## src/rtl/mux41_scan_sequencer.sv

```systemverilog
// rtl/mux41_scan_sequencer.sv - drives a 4:1 mux through all selects, samples c, reassembles and checks the word
module mux41_scan_sequencer #(
    parameter int unsigned DWELL = 1
) (
    input  logic       clk,
    input  logic       rst,
    input  logic [3:0] word_in,
    input  logic       word_valid,
    output logic       word_ready,
    output logic [3:0] a,
    output logic [1:0] s,
    input  logic       c,
    output logic       serial_out,
    output logic       serial_valid,
    output logic [3:0] word_out,
    output logic       frame_done,
    output logic       mismatch
);

    typedef enum logic [1:0] {IDLE, SCAN, DONE} state_t;

    localparam logic [3:0] DWELL_LAST = 4'(DWELL - 1);

    state_t     state;
    logic [3:0] cnt;
    logic [2:0] cap;

    assign word_ready = (state == IDLE);

    always_ff @(posedge clk) begin
        if (rst) begin
            state        <= IDLE;
            a            <= 4'd0;
            s            <= 2'd0;
            cnt          <= 4'd0;
            cap          <= 3'd0;
            serial_out   <= 1'b0;
            serial_valid <= 1'b0;
            word_out     <= 4'd0;
            frame_done   <= 1'b0;
            mismatch     <= 1'b0;
        end else begin
            case (state)
                IDLE: begin
                    if (word_valid) begin
                        a     <= word_in;
                        s     <= 2'd0;
                        cnt   <= 4'd0;
                        state <= SCAN;
                    end
                end
                SCAN: begin
                    if (cnt == DWELL_LAST) begin
                        serial_out   <= c;
                        serial_valid <= 1'b1;
                        case (s)
                            2'd0: cap[0] <= c;
                            2'd1: cap[1] <= c;
                            2'd2: cap[2] <= c;
                            default: ;
                        endcase
                        if (s != 2'd3) begin
                            s   <= s + 2'd1;
                            cnt <= 4'd0;
                        end else begin
                            // cap[2:0] already holds selects 0..2; c is the select-3 bit
                            word_out   <= {c, cap};
                            mismatch   <= ({c, cap} != a);
                            frame_done <= 1'b1;
                            state      <= DONE;
                        end
                    end else begin
                        cnt          <= cnt + 4'd1;
                        serial_valid <= 1'b0;
                    end
                end
                DONE: begin
                    frame_done   <= 1'b0;
                    serial_valid <= 1'b0;
                    state        <= IDLE;
                end
                default: state <= IDLE;
            endcase
        end
    end

endmodule

```

## config.mk

```make
export PLATFORM = sky130hd
export DESIGN_NAME = mux41_scan_sequencer
export DESIGN_NICKNAME = d
export VERILOG_FILES = /design/src/rtl/mux41_scan_sequencer.sv
export SDC_FILE = /design/constraint.sdc
export NUM_CORES = 1
export LEC_CHECK = 0
export CAP_MARGIN = 30
export CORE_MARGIN = 8
export CORE_UTILIZATION = 50
export DETAILED_ROUTE_END_ITERATION = 12
export PLACE_DENSITY = 0.85
export SYNTH_ARGS = -nofsm -noshare
export SYNTH_HDL_FRONTEND = slang
export SYNTH_SLANG_ARGS = --single-unit
export TNS_END_PERCENT = 5
```

## constraint.sdc

```tcl
create_clock -name clk -period 2.2 [get_ports clk]
set_input_delay 0.44 -clock clk [delete_from_list [all_inputs] [get_ports clk]]
set_output_delay 0.44 -clock clk [all_outputs]
set_load 0.01 [all_outputs]
```

==> results of run 1 <==
stage by stage:
step | power [W] | instance area [um^2] | hold slack, ns
detailed placement | 0.000594 | 1460 | 0.454
global placement | 0.000588 | 1460 | 0.446
floorplan | 0.000537 | 1220 | 0.465
global route | 0.000827 | 1490 | 0.493
finish | 0.000785 | 1490 | 0.470
CTS | 0.000791 | 1490 | 0.473
placed cells by master (no fill, tap or decap), types with 2 or more instances in the layout:
master | synthesis | layout
clkdlybuf4s50_1 | 0 | 22
o22ai_1 | 2 | 2
and4bb_2 | 2 | 2
nand3_1 | 16 | 16
clkbuf_4 | 0 | 3
xor2_1 | 4 | 4
nor2b_1 | 3 | 3
o21ai_0 | 9 | 9
inv_1 | 16 | 16
nand2_1 | 10 | 10
nand2b_1 | 2 | 2
ha_1 | 9 | 8
nand4bb_1 | 2 | 2
a31oi_1 | 4 | 4
mux2i_1 | 3 | 3
dfxtp_1 | 23 | 23
a21oi_1 | 16 | 16
buf_4 | 1 | 3
sequential cells by signal (all words and copies together) (netlist names):
| name | cells |
|---|---|
| a | 4 |
| cnt | 4 |
| word_out | 4 |
| cap | 3 |
| s | 2 |
| state | 2 |
| frame_done | 1 |
| mismatch | 1 |
| serial_out | 1 |
| serial_valid | 1 |
critical path, stage by stage, from the launching register on:
cell,delay [ns]
dfxtp_1,0.34
inv_1,0.10
ha_2,0.31
clkdlybuf4s50_1,0.58
where the power goes:
group	total (W)	internal (W)	switching, W
Sequential	0.000440	0.000429	0.0000101
Combinational	0.000148	0.0000688	0.0000789
Clock	0.000198	0.0000681	0.000130
Total	0.000785	0.000566	0.000219
layer usage:
metal / global-route usage, % / part of all wire [%] / vias up
met5: 0 / 0 / -
met4: 7.08 / 1.8 / 0
met3: 2.72 / 5.5 / 7
met2: 22.8 / 49 / 29
met1: 15.0 / 44 / 514
li1: - / - / 551
cell type report:
type | instances | area [um^2]
Fill cell | 220 | 900
Timing Repair Buffer | 25 | 243
Sequential cell | 23 | 460
Clock inverter | 1 | 5.00
Clock buffer | 3 | 22.5
Multi-Input combinational cell | 97 | 656
Inverter | 17 | 63.8
Tap cell | 30 | 37.5
cell families (layout without fill, tap and decap cells):
family | after synthesis | count (layout) | synth area share (%)
and+or+nand+nor | 43 | 43 | 20.7
muxes | 4 | 4 | 3.40
xor gates and xnor gates | 4 | 4 | 2.88
buffers and inverters | 25 | 46 | 8.44
AOI/OAI and AO/OA | 37 | 37 | 17.5
adders and majority gates | 9 | 9 | 9.26
DFF | 23 | 23 | 37.9
final timing paths:
check / to / cells after the start
worst max-delay path: word_ready / 3
worst max register to register: cnt[0] / 5
worst min-delay path: serial_out / 2
worst min register to register: serial_out / 2
repair_timing:
action                                 CTS  global route
hold buffers                             0             0
setup endpoints to repair                1             0
endpoints found under the hold margin    0             0
resized for setup                        1             0
==> qor.txt, run 1 <==
Status - finished, final reports clean
DR iter-0 viols - 65
IO Count - 23
Area growth from synthesis to layout - 22.3%
Fin util - 62.3%
Number of routed nets with antenna violations - 0
Initial antenna violation count - 0
YS warnings - 0
Part of the cycle the worst path needs - 94.4%
Mapped Cells - 145
CP startpoint kind - flop
Max-slew headroom at the worst pin - 69.6%
Synth area leaders - dfxtp_1 38%, ha_1 9.3%, a21oi_1 6.6%, nand3_1 6.6%, inv_1 4.9%
Post-synthesis sequential area ratio - 37.9%
Drt drc - 0
Max cap viols - 0
Pwr Density - 528 nW/um^2
CP Launch Point - state[0]
Share of layout cells above drive strength 1 - 7.23%
HP Start - serial_out
First-pass GRT wire length - 4.66 mm
WP data arrival - 1.64 ns
Unrepaired setup endpoints after global routing - no
CP max FO - 10
ANT cells - 0
Placed cell count - 192
Netlist cell types - 35
Die area - 4270 um^2
Worst Setup End Kind - output port
Sum of negative setup slack - 0 ns
Ys flop type - dfxtp_1
Vias/cell - 5.62
R2R setup slack - 0.34 ns
Fmax - 481 MHz
RePlAce Congestion - 0.867
Nets@finish - 184
Top-count cell post-synth - dfxtp_1
Worst EP required - 1.76 ns
Worst clock skew - 0.00215 ns
Synth area leader - dfxtp_1
Clk_lat worst skew - 0.31 ns
Overflow after GRT - 0
VDD IR max - 0.320 mV
Mapped Area - 1220 um^2
Largest net degree at the start of global routing - 14
Number of CTS-inserted buffers - 3
EDFF count, synth - 0
Post-CTS setup buffers - 0
H-Tree Level Count - 1
Clock root cell - clkbuf_4
Final Worst Setup Slack - 0.122 ns
# port buffers - 22
Final Hold Viols - 0
Die W - 65.3 um
Non-filler cells in the finished layout - 196
Post-synthesis register bit count - 23
TritonCTS clock tree - yes
CTS max path bufs - 2
Num rows - 18
Fraction of registers with async set/reset - 0%
Core ar. - 2390 um^2
Clock transition at path regs - 0.12 ns
Drt pass-1 iters - 4
DP Wirelength - 2.13 mm
Chip Height - 65.3 um
Wire length per cell - 14.5 um
Number of global-route vias before repair - 1,065
Post-Place Worst Slack - 0.350 ns
Post-synth net total - 162
All-Layer GR Usage - 13.2%
Avg Inst Size Synth - 8.39 um^2
Final Setup Violations - 0
CTS sink count - 23
Hold Crit Class - reg -> reg
Initial core utilization - 50.9%
Post-layout min period - 2.08 ns
Synth top cells by count - 23 x dfxtp_1, 16 x a21oi_1, 16 x inv_1, 16 x nand3_1, 10 x nand2_1
Via count - 1,101
Worst-margin pin slew - 0.444 ns
Leak - 0.545 nW
Synth top area share - 37.9%
Max-slew violations - 0
Final WL - 2.84 mm
Reg2Reg Launch Point - state[1]
Worst Setup Path Type - reg -> out
No activity file was read; power rests on OpenSTA's default activity.
==> run 2, diff against run 1 <==
--- a/config.mk
+++ b/config.mk
@@ -9,6 +9,7 @@
 export CORE_MARGIN = 8
 export CORE_UTILIZATION = 50
 export DETAILED_ROUTE_END_ITERATION = 12
+export MAX_ROUTING_LAYER = met4
 export PLACE_DENSITY = 0.85
 export SYNTH_ARGS = -nofsm -noshare
 export SYNTH_HDL_FRONTEND = slang
==> run 2 against run 1 <==
Against the previous run:
- largest cell class unchanged
- via count stayed put
- routed wire length fell by 1.8%
- total power is essentially flat
- largest power group unchanged
- critical endpoint unchanged
- critical path depth unchanged
==> qor.txt, run 2 (synthesized netlist as in run 1, its figures left out) <==
DR iter-0 viols - 55
Slowest cell on the critical path - clkdlybuf4s50_1
CTS max path bufs - 2
Register-to-Register Path Depth - 5
TritonCTS clock tree - yes
Wire length per cell - 14.2 um
All-Layer GR Usage - 13.8%
Max-slew violations - 0
CP Launch Point - state[0]
Vias/cell - 5.62
Final Hold Viols - 0
Int Pwr - 0.000566 W
ANT cells - 0
Fmax - 484 MHz
Largest net degree at the start of global routing - 14
Sw Share - 27.9%
Clock share of power - 25.4%
Drt drc - 0
Max-slew headroom at the worst pin - 68.5%
WP data arrival - 1.63 ns
Commonest non-fill, non-tap cell in the layout - dfxtp_1
Worst EP required - 1.76 ns
Num rows - 18
CTS sink count - 23
Worst-margin pin slew - 0.460 ns
DP Wirelength - 2.07 mm
Core ar. - 2390 um^2
Clk_lat worst skew - 0.32 ns
IO Count - 23
Number of CTS-inserted buffers - 3
Most frequent cells in the layout - 23 x dfxtp_1, 22 x clkdlybuf4s50_1, 16 x inv_1, 16 x nand3_1, 16 x a21oi_1
Part of the cycle the worst path needs - 93.9%
Number of global-route vias before repair - 1,051
Worst stage delay on the critical path - 0.57 ns
Overflow after GRT - 0
Share of layout cells above drive strength 1 - 7.23%
Nets@finish - 184
Die area - 4270 um^2
Number of routed nets with antenna violations - 0
R2R setup slack - 0.32 ns
Final Setup Violations - 0
Max cap viols - 0
Worst-path cell chain - inv_1 -> ha_2 -> clkdlybuf4s50_1
Status - finished, final reports clean
Switch Pwr - 0.000219 W
First-pass GRT wire length - 4.68 mm
Hold Crit Class - reg -> reg
Fillers - 208
Die W - 65.3 um
Seq pwr share - 55.9%
Drt pass-1 iters - 4
Final WL - 2.79 mm
Clock root cell - clkbuf_4
Initial core utilization - 50.9%
Worst Setup End Kind - output port
Leak - 0.545 nW
Comb power frac - 18.7%
Worst Setup Path Type - reg -> out
RePlAce Congestion - 0.873
Reg2Reg Launch Point - state[1]
Worst clock skew - 0.00405 ns
CP startpoint kind - flop
Clock transition at path regs - 0.13 ns
CP max FO - 10
Sum of negative setup slack - 0 ns
VDD IR max - 0.371 mV
Fin util - 62.3%
R2r endpoint - cnt[0]
Post-layout min period - 2.07 ns
Via count - 1,101
Worst setup endpoint - word_ready
Chip Height - 65.3 um
Pwr Density - 528 nW/um^2
H-Tree Level Count - 1
Initial antenna violation count - 0
Biggest regs - a (4), cnt (4), word_out (4)
# port buffers - 22
Area growth from synthesis to layout - 22.3%
Unrepaired setup endpoints after global routing - no
## run 2: cell counts in the layout (fill, tap and decap cells not counted)
Identical to the previous run, type by type.
## run 2: per-layer routing
metal	GRT usage, %	share of wire, %	vias to the layer above
li1	-	-	553
met1	15.9	45	507
met2	22.3	48	37
met3	2.72	5.3	4
met4	7.08	1.6	0
met5	-	0	-
## run 2: power groups by stage
stage | Clock (W) | Sequential [W] | Combinational, W
6_report | 0.000200 | 0.000439 | 0.000147
2_1_floorplan | 0 | 0.000452 | 0.0000856
5_1_grt | 0.000220 | 0.000441 | 0.000162
3_5_place_dp | 0 | 0.000449 | 0.000144
4_1_cts | 0.000205 | 0.000439 | 0.000146
3_3_place_gp | 0 | 0.000448 | 0.000139
## run 2: worst min path at each step
stage,start,end,slack [ns],cells past startpoint
after floorplan,cap[0],word_out[0],0.46,2
after global placement,serial_out,serial_out,0.45,2
after detailed placement,serial_out,serial_out,0.46,2
after CTS,serial_out,serial_out,0.48,2
after global routing,serial_out,serial_out,0.50,2
final,serial_out,serial_out,0.47,2
## run 2: through the flow
step	instances	worst slack [ns]	area, um^2	hold WS [ns]	total power (W)
floorplan	145	0.555	1220	0.465	0.000537
global placement	192	0.385	1460	0.446	0.000588
detailed placement	192	0.352	1460	0.459	0.000593
CTS	196	0.0104	1490	0.477	0.000791
global route	196	0.0431	1490	0.496	0.000824
finish	196	0.135	1490	0.473	0.000786
## run 2: area by class of cell
class,instances,area [um^2],share of cell area (%)
timing repair buffer,25,243,16.3
tap,30,37.5,2.52
inverter,17,63.8,4.29
clock inverter,1,5.00,0.336
sequential,23,460,31.0
clock buffer,3,22.5,1.51
multi-input combinational,97,656,44.1
## run 2: worst max-delay path: cells and delay by family, from the launching register on
family                     cells  cell delay, ns
adders and majority gates      1            0.30
DFF                            1            0.34
buffers and inverters          2            0.67
## run 2: timing repair
action / in CTS / in global routing
hold buffers: 0 / 0
hold endpoints to repair: 0 / 0
gates resized for setup: 0 / 1
setup buffers: 0 / 0
setup endpoints to repair: 0 / 1
==> run 3, diff against run 2 <==
--- a/config.mk
+++ b/config.mk
@@ -6,11 +6,11 @@
 export NUM_CORES = 1
 export LEC_CHECK = 0
 export CAP_MARGIN = 30
-export CORE_MARGIN = 8
-export CORE_UTILIZATION = 50
+export CORE_MARGIN = 1
+export CORE_UTILIZATION = 35
 export DETAILED_ROUTE_END_ITERATION = 12
 export MAX_ROUTING_LAYER = met4
-export PLACE_DENSITY = 0.85
+export PLACE_DENSITY = 0.65
 export SYNTH_ARGS = -nofsm -noshare
 export SYNTH_HDL_FRONTEND = slang
 export SYNTH_SLANG_ARGS = --single-unit
==> run 3 against run 2 <==
Against the previous run:
- clock skew increased by 0.0047 ns
- design area increased by 2.3%
- maximum frequency increased by 1.1%
- cell count increased by 9.2%
- clock power decreased by 2%
- register-to-register slack improved by 0.10 ns
- global-route usage increased by 2.0 points
- clock-buffer cell count increased by 1
- sequential share of layout area decreased by 0.69 points
- worst hold slack got worse by 0.011 ns
==> qor.txt, run 3 (synthesized netlist as in run 1, its figures left out) <==
Status - finished, final reports clean
Worst stage delay on the critical path - 0.57 ns
Final Hold Viols - 0
Post-CTS setup buffers - 0
Slowest cell on the critical path - clkdlybuf4s50_1
Max cap viols - 0
RePlAce Congestion - 0.853
Drt pass-1 iters - 4
H-Tree Level Count - 1
Core ar. - 3340 um^2
CP startpoint kind - flop
Leak - 0.551 nW
# port buffers - 22
Post-layout min period - 2.04 ns
Pwr Density - 518 nW/um^2
Wire length per cell - 12.7 um
Vias/cell - 5.21
VDD IR max - 0.293 mV
Switch Pwr - 0.000215 W
CTS max path bufs - 2
Worst hold path depth - 2
Clock root cell - clkbuf_4
Max-slew headroom at the worst pin - 71.0%
Max-slew violations - 0
Die area - 3710 um^2
Biggest regs - a (4), cnt (4), word_out (4)
R2R setup slack - 0.42 ns
Share of layout cells above drive strength 1 - 7.74%
Placed inst area - 1490 um^2
DR iter-0 viols - 80
Clock share of power - 24.9%
Number of global-route vias before repair - 945
Sum of negative setup slack - 0 ns
Sw Share - 27.3%
Most frequent cells in the layout - 23 x dfxtp_1, 22 x clkdlybuf4s50_1, 16 x inv_1, 16 x nand3_1, 16 x a21oi_1
R2r endpoint - s[0]
Hold Buf Count CTS - 0
Clock transition at path regs - 0.13 ns
Drt drc - 0
Worst Setup End Kind - output port
CP max FO - 10
Initial core utilization - 36.4%
Number of routed nets with antenna violations - 0
Worst-margin pin slew - 0.435 ns
Chip Height - 60.9 um
Worst-path cell chain - inv_1 -> ha_2 -> clkdlybuf4s50_1
IO Count - 23
Number of CTS-inserted buffers - 3
Comb power frac - 19.2%
ANT cells - 0
Worst Hold End - serial_out
Part of the cycle the worst path needs - 92.8%
Overflow after GRT - 0
CTS sink count - 23
Worst hold margin - 0.463 ns
Fmax - 490 MHz
Num rows - 21
Clk_lat worst skew - 0.31 ns
First-pass GRT wire length - 4.26 mm
Commonest non-fill, non-tap cell in the layout - dfxtp_1
Post-route cell area - 1520 um^2
DP Wirelength - 2.04 mm
HP Start - serial_out
Area growth from synthesis to layout - 25.1%
Nets@finish - 186
Largest net degree at the start of global routing - 14
Tot Pwr - 0.000788 W
Worst Setup Path Type - reg -> out
All-Layer GR Usage - 15.8%
WP data arrival - 1.60 ns
TritonCTS clock tree - yes
Seq pwr share - 55.9%
Die W - 60.9 um
Register-to-Register Path Depth - 4
Reg2Reg Launch Point - s[0]
Int Pwr - 0.000573 W
Final Setup Violations - 0
Worst clock skew - 0.00878 ns
Final WL - 2.71 mm
Unrepaired setup endpoints after global routing - no
Initial antenna violation count - 0
Via count - 1,116
Hold Crit Class - reg -> reg
Worst EP required - 1.76 ns
==> run 3: cell types whose count changed in the layout (fill, tap and decap cells not counted) <==
cell      change
clkinv_2      -1
buf_4         +2
clkbuf_1      +1
==> run 3: routing by layer <==
layer  part of all wire, %  vias to the layer above  routed length [um]  global-route usage [%]
met5                     0                        -                   0                       -
met4                  0.70                        0                  19                    2.92
met3                   3.4                        2                  92                    3.84
met2                    48                       25                1300                    25.3
met1                    48                      532                1300                    20.3
li1                      -                      557                   -                       -
==> run 3: worst max-delay path by stage <==
stage,to,slack (ns),depth (start not counted),start
global placement,word_ready,0.45,3,state[0]
floorplan,cnt[0],0.55,6,state[0]
finish,word_ready,0.16,3,state[0]
global route,word_ready,0.04,3,state[0]
detailed placement,word_ready,0.39,3,state[0]
CTS,word_ready,0.04,3,state[0]
==> run 3: area by class of cell <==
type | instances | area, um^2
clock buffers | 4 | 26.3
well taps | 46 | 57.6
repair buffers | 27 | 258
flip-flops and latches | 23 | 460
multi-input cells | 97 | 656
fillers | 346 | 1820
inverters | 17 | 63.8
==> run 3: power by group through the flow <==
| stage | clock [W] | combinational (W) | sequential, W |
|---|---|---|---|
| 3_3_place_gp | 0 | 0.000146 | 0.000449 |
| 5_1_grt | 0.000222 | 0.000168 | 0.000442 |
| 4_1_cts | 0.000202 | 0.000150 | 0.000440 |
| 6_report | 0.000196 | 0.000151 | 0.000440 |
| 3_5_place_dp | 0 | 0.000150 | 0.000450 |
| 2_1_floorplan | 0 | 0.0000856 | 0.000452 |
==> run 3: what timing repair did <==
item | CTS | global route
resized for setup | 0 | 1
setup endpoints to repair | 0 | 1
endpoints found under the hold margin | 0 | 0
==> run 3: critical path: cells and delay by family, from the launching register on <==
family                   cells  cell delay (ns)
flip-flops                   1             0.33
adder cells (fa/ha/maj)      1             0.30
buffers and inverters        2             0.67
==> run 3: metrics by stage <==
step / setup slack [ns] / instances / utilization, %
global placement: 0.448 / 210 / 44.7
global route: 0.0413 / 214 / 45.6
floorplan: 0.555 / 145 / -
finish: 0.157 / 214 / 45.6
CTS: 0.0418 / 214 / 45.5
detailed placement: 0.395 / 210 / 44.7
